## config.mk

```make
export PLATFORM = sky130hd
export DESIGN_NAME = mux_src_arbiter
export DESIGN_NICKNAME = d
export VERILOG_FILES = /design/src/rtl/mux_pkg.sv /design/src/rtl/rr_arb2.sv /design/src/rtl/mux_src_arbiter.sv
export SDC_FILE = /design/constraint.sdc
export NUM_CORES = 1
export LEC_CHECK = 0
export ABC_AREA = 1
export BUFFER_PORTS_ARGS = -buffer_cell sky130_fd_sc_hd__buf_2
export CAP_MARGIN = 25
export CORE_AREA = 3 3 40 42
export DETAILED_ROUTE_END_ITERATION = 7
export DIE_AREA = 0 0 43 45
export HOLD_SLACK_MARGIN = 0.15
export SLEW_MARGIN = 15
export SYNTH_ARGS = -nofsm -noshare
export SYNTH_HDL_FRONTEND = slang
export SYNTH_HIERARCHICAL = 1
export SYNTH_SLANG_ARGS = --single-unit
```

## constraint.sdc

```tcl
create_clock -name clk -period 2.35 [get_ports clk]
set_input_delay 0.235 -clock clk [delete_from_list [all_inputs] [get_ports clk]]
set_output_delay 0.235 -clock clk [all_outputs]
set_load 0.02 [all_outputs]
```

## src/rtl/mux_pkg.sv

```systemverilog
// Shared types for the 2:1 source arbiter: source identifiers and output-register states.
package mux_pkg;

  typedef enum logic {SRC_A = 1'b0, SRC_B = 1'b1} src_e;

  typedef enum logic {ST_EMPTY = 1'b0, ST_FULL = 1'b1} arb_st_e;

  function automatic src_e other_src(input src_e s);
    return (s == SRC_A) ? SRC_B : SRC_A;
  endfunction

endpackage

```

## src/rtl/rr_arb2.sv

```systemverilog
// Two-way round-robin grant: a lone requester wins, a tie goes to the source not served last,
// and an active lock pins the grant to the locked source.
module rr_arb2
  import mux_pkg::*;
(
  input  logic [1:0] req,
  input  src_e       last_src,
  input  logic       lock,
  input  src_e       lock_src,
  output src_e       gnt,
  output logic       gnt_vld
);

  always_comb begin
    gnt     = SRC_A;
    gnt_vld = 1'b0;
    if (lock) begin
      // While locked the other source is ignored even if the locked one is idle.
      gnt     = lock_src;
      gnt_vld = (lock_src == SRC_B) ? req[1] : req[0];
    end else begin
      unique case (req)
        2'b01: begin
          gnt     = SRC_A;
          gnt_vld = 1'b1;
        end
        2'b10: begin
          gnt     = SRC_B;
          gnt_vld = 1'b1;
        end
        2'b11: begin
          gnt     = other_src(last_src);
          gnt_vld = 1'b1;
        end
        default: begin
          gnt     = SRC_A;
          gnt_vld = 1'b0;
        end
      endcase
    end
  end

endmodule

```

## src/rtl/mux_src_arbiter.sv

```systemverilog
// Arbitrates two valid/ready sources into one registered beat and drives the downstream mux select.
// Optional packet locking via a_last/b_last/out_last when MUX_ARB_LOCK_EN is defined.
module mux_src_arbiter
  import mux_pkg::*;
#(
  parameter int DATA_W = 1
) (
  input  logic              clk,
  input  logic              rst_n,
  input  logic              a_valid,
  output logic              a_ready,
  input  logic [DATA_W-1:0] a_data,
  input  logic              b_valid,
  output logic              b_ready,
  input  logic [DATA_W-1:0] b_data,
  output logic              out_valid,
  input  logic              out_ready,
  output logic [DATA_W-1:0] out_data,
`ifdef MUX_ARB_LOCK_EN
  input  logic              a_last,
  input  logic              b_last,
  output logic              out_last,
`endif
  output logic              sel
);

  arb_st_e           state_q, state_d;
  logic [DATA_W-1:0] data_q, data_d;
  src_e              sel_q, sel_d;
  src_e              rr_q, rr_d;
  src_e              gnt;
  logic              gnt_vld;
  logic              can_load;
  logic              accept;
  logic              lock_active;

`ifdef MUX_ARB_LOCK_EN
  logic lock_q, lock_d;
  logic last_q, last_d;
  assign lock_active = lock_q;
`else
  assign lock_active = 1'b0;
`endif

  // The locked source is always the one served last, so rr_q doubles as the lock owner.
  rr_arb2 u_rr_arb2 (
    .req      ({b_valid, a_valid}),
    .last_src (rr_q),
    .lock     (lock_active),
    .lock_src (rr_q),
    .gnt      (gnt),
    .gnt_vld  (gnt_vld)
  );

  assign can_load = (state_q == ST_EMPTY) || out_ready;
  assign accept   = can_load && gnt_vld;
  assign a_ready  = accept && (gnt == SRC_A);
  assign b_ready  = accept && (gnt == SRC_B);

  always_comb begin
    state_d = state_q;
    data_d  = data_q;
    sel_d   = sel_q;
    rr_d    = rr_q;
`ifdef MUX_ARB_LOCK_EN
    lock_d  = lock_q;
    last_d  = last_q;
`endif
    if (accept) begin
      state_d = ST_FULL;
      data_d  = (gnt == SRC_B) ? b_data : a_data;
      sel_d   = gnt;
      rr_d    = gnt;
`ifdef MUX_ARB_LOCK_EN
      last_d  = (gnt == SRC_B) ? b_last : a_last;
      lock_d  = !last_d;
`endif
    end else if ((state_q == ST_FULL) && out_ready) begin
      state_d = ST_EMPTY;
    end
  end

  // rr_q resets to B so the first tie after reset goes to A.
  always_ff @(posedge clk or negedge rst_n) begin
    if (!rst_n) begin
      state_q <= ST_EMPTY;
      data_q  <= '0;
      sel_q   <= SRC_A;
      rr_q    <= SRC_B;
`ifdef MUX_ARB_LOCK_EN
      lock_q  <= 1'b0;
      last_q  <= 1'b0;
`endif
    end else begin
      state_q <= state_d;
      data_q  <= data_d;
      sel_q   <= sel_d;
      rr_q    <= rr_d;
`ifdef MUX_ARB_LOCK_EN
      lock_q  <= lock_d;
      last_q  <= last_d;
`endif
    end
  end

  assign out_valid = (state_q == ST_FULL);
  assign out_data  = data_q;
  assign sel       = sel_q;
`ifdef MUX_ARB_LOCK_EN
  assign out_last  = last_q;
`endif

endmodule

```

==> results.sh <==
export IMPL_outcome="finished clean"
export IMPL_clock_path_buffers=2
export IMPL_syn_avg_cell_area_sq_um=6.578
export IMPL_cts_repair_resized=0
export IMPL_timing_rr_end="out_data"
export IMPL_ys_seq_elements=4
export IMPL_syn_inst=35
export IMPL_grt_max_degree=5
export IMPL_drive_gt1_frac=0.3396
export IMPL_ir_worst_vdd_uv=278.3
export IMPL_clk_insertion_delay_late_ns=0.23
export IMPL_grt_busiest_layer="met2"
export IMPL_hp_class="in2reg"
export IMPL_viasPerCell=3.559
export IMPL_fin_crit_ns=1.558
export IMPL_ys_types=9
export IMPL_diodes=0
export IMPL_gr_usage_met3=0.01594
export IMPL_regToRegStartpoint="rr_q"
export IMPL_hold_end="out_valid"
export IMPL_fmax_ghz=0.6420
export IMPL_placed_area_sq_um=311.5
export IMPL_track_usage=0.06266
export IMPL_p_per_area_nw_per_um2=882.3
export IMPL_final_common_cell="nand2_1"
export IMPL_rrSetupSlack_ns=1.26
export IMPL_grt_use_met1=0.07299
export IMPL_crit_type="reg2out"
export IMPL_syn_area_sq_um=230.2
export IMPL_dp_hpwl_um=419.8
export IMPL_port_buffers=11
export IMPL_fin_crit_sh=0.6628
export IMPL_rows=13
export IMPL_dr_pass1_iters=1
export IMPL_grt_pass1_wl_um=869
export IMPL_critPathLaunchType="flip-flop"
export IMPL_initial_core_util=0.1792
export IMPL_hold_viol=0
export IMPL_leakagePower_uw=0.0002160
export IMPL_utilization=0.2707
export IMPL_nFillCells=151
export IMPL_hold_start="out_ready"
export IMPL_die_w_um=43
export IMPL_num_io_pins=12
export IMPL_maxCapViolations=0
export IMPL_cts_htree_levels=1
export IMPL_die_area_sq_um=1935
export IMPL_root_buffer="clkbuf_4"
export IMPL_stdcell_area_sq_um=347.8
export IMPL_vias=242
export IMPL_area_delta_synth_final_pct=51.09
export IMPL_hold_path_depth=4
export IMPL_ys_seq_area_frac=0.4402
export IMPL_critical_path_peak_fanout=4
export IMPL_fin_nets=61
export IMPL_post_cts_buffers=0
export IMPL_cts_hold_buf=1
export IMPL_met2_usage=0.08683
export IMPL_setup_tns_final_ns=0
export IMPL_wl_um=504
export IMPL_mostFrequentLayoutCells="nand2_1 (18), buf_2 (11), inv_1 (6)"
export IMPL_cts_buffers=3
export IMPL_dieHeight_um=45
export IMPL_grt_pass1_vias=245
export IMPL_synth_largest_area_cell="dfrtp_1"
export IMPL_drtIter0Drc=0
export IMPL_synth_area_leaders="dfrtp_1 (33%), nand2_1 (29%), dfstp_2 (11%)"
export IMPL_antenna_left=0
export IMPL_core_sq_um=1285
export IMPL_worstPathArrival_ns=1.32
export IMPL_drv_slew=0
export IMPL_end_kind="primary output"
export IMPL_finalSetupViolations=0
export IMPL_hold_worst_slack_ns=0.3028
export IMPL_cts_clk_slew_worst_paths_ns=0.04
export IMPL_gr_total_overflow=0
export IMPL_critPathRequiredTime_ns=2.12
export IMPL_drc=0
export IMPL_synth_top_cell_area_share=0.3261
export IMPL_skew_ns=0.004109
export IMPL_wire_per_inst_um=7.412
export IMPL_r2r_cells=7
export IMPL_rsz0062_at_grt="no"
export IMPL_cts_sinks=4
export IMPL_cts_tree="done"
export IMPL_yosysWarnings=6
export IMPL_antenna_found_initial=0
export IMPL_gp_congestion=0.6379
registers in the layout, indices dropped and copies added (netlist names):
| register | flops |
|---|---|
| sel | 1 |
| out_data | 1 |
| out_valid | 1 |
| rr_q | 1 |
worst max path at each step:
stage | startpoint | end
floorplan | rr_q | a_ready
global placement | rr_q | b_ready
detailed placement | rr_q | b_ready
CTS | rr_q | b_ready
global route | rr_q | b_ready
finish | rr_q | b_ready
worst max-delay path: stages, from the launching register on:
cell and delay, ns:
dfstp_2 0.54, nand2_1 0.05, nand3_1 0.06, nand2_1 0.09, nand3_1 0.15, inv_1 0.05
buf_2 0.15
layer usage:
metal  part of all wire  vias up  wire (um)
met5                  0        -          0
met4                  0        0          0
li1                   -      134          -
met2               0.46        7        231
met3              0.089        0         45
met1               0.45      101        226
where the power goes:
part	switching (uW)	internal (uW)	total (uW)	leakage [uW]
clock network	29.5	63.8	93.4	0.0000150
registers	12.1	93.0	105	0.0000459
logic	70.4	38.1	108	0.000155
total	112	195	307	0.000216
layout make-up:
| class | count | area [sq um] | area share |
|---|---|---|---|
| repair buffers | 12 | 65.06 | 0.1871 |
| well taps | 15 | 18.77 | 0.05396 |
| clock buffers | 4 | 26.28 | 0.07554 |
| inverters | 6 | 22.52 | 0.06475 |
| multi-input cells | 27 | 113.9 | 0.3273 |
| flip-flops and latches | 4 | 101.3 | 0.2914 |
synth_stat cells:
library cell	number
nor2_1	1
nand2_1	18
conb_1	1
nand2_2	2
inv_1	6
dfrtp_1	3
nand3_1	2
a21oi_2	1
dfstp_2	1
metrics by stage:
step                setup WS (ns)  total power (uW)  std cells
floorplan                   1.097             179.4         37
global placement            1.029             213.6         63
detailed placement          1.023             215.4         63
CTS                        0.7594             317.5         68
global route               0.6810             341.9         68
finish                     0.7923             306.9         68
logic make-up (layout without fill, tap and decap cells):
| group | count (synthesis) | after routing | share of synthesized area |
|---|---|---|---|
| AOI/OAI and AO/OA | 1 | 1 | 0.03805 |
| buffers and inverters | 6 | 22 | 0.09782 |
| DFF | 4 | 4 | 0.4402 |
| other | 1 | 3 | 0.01629 |
| and+or+nand+nor | 23 | 23 | 0.4076 |
No activity file was read; power rests on OpenSTA's default activity.
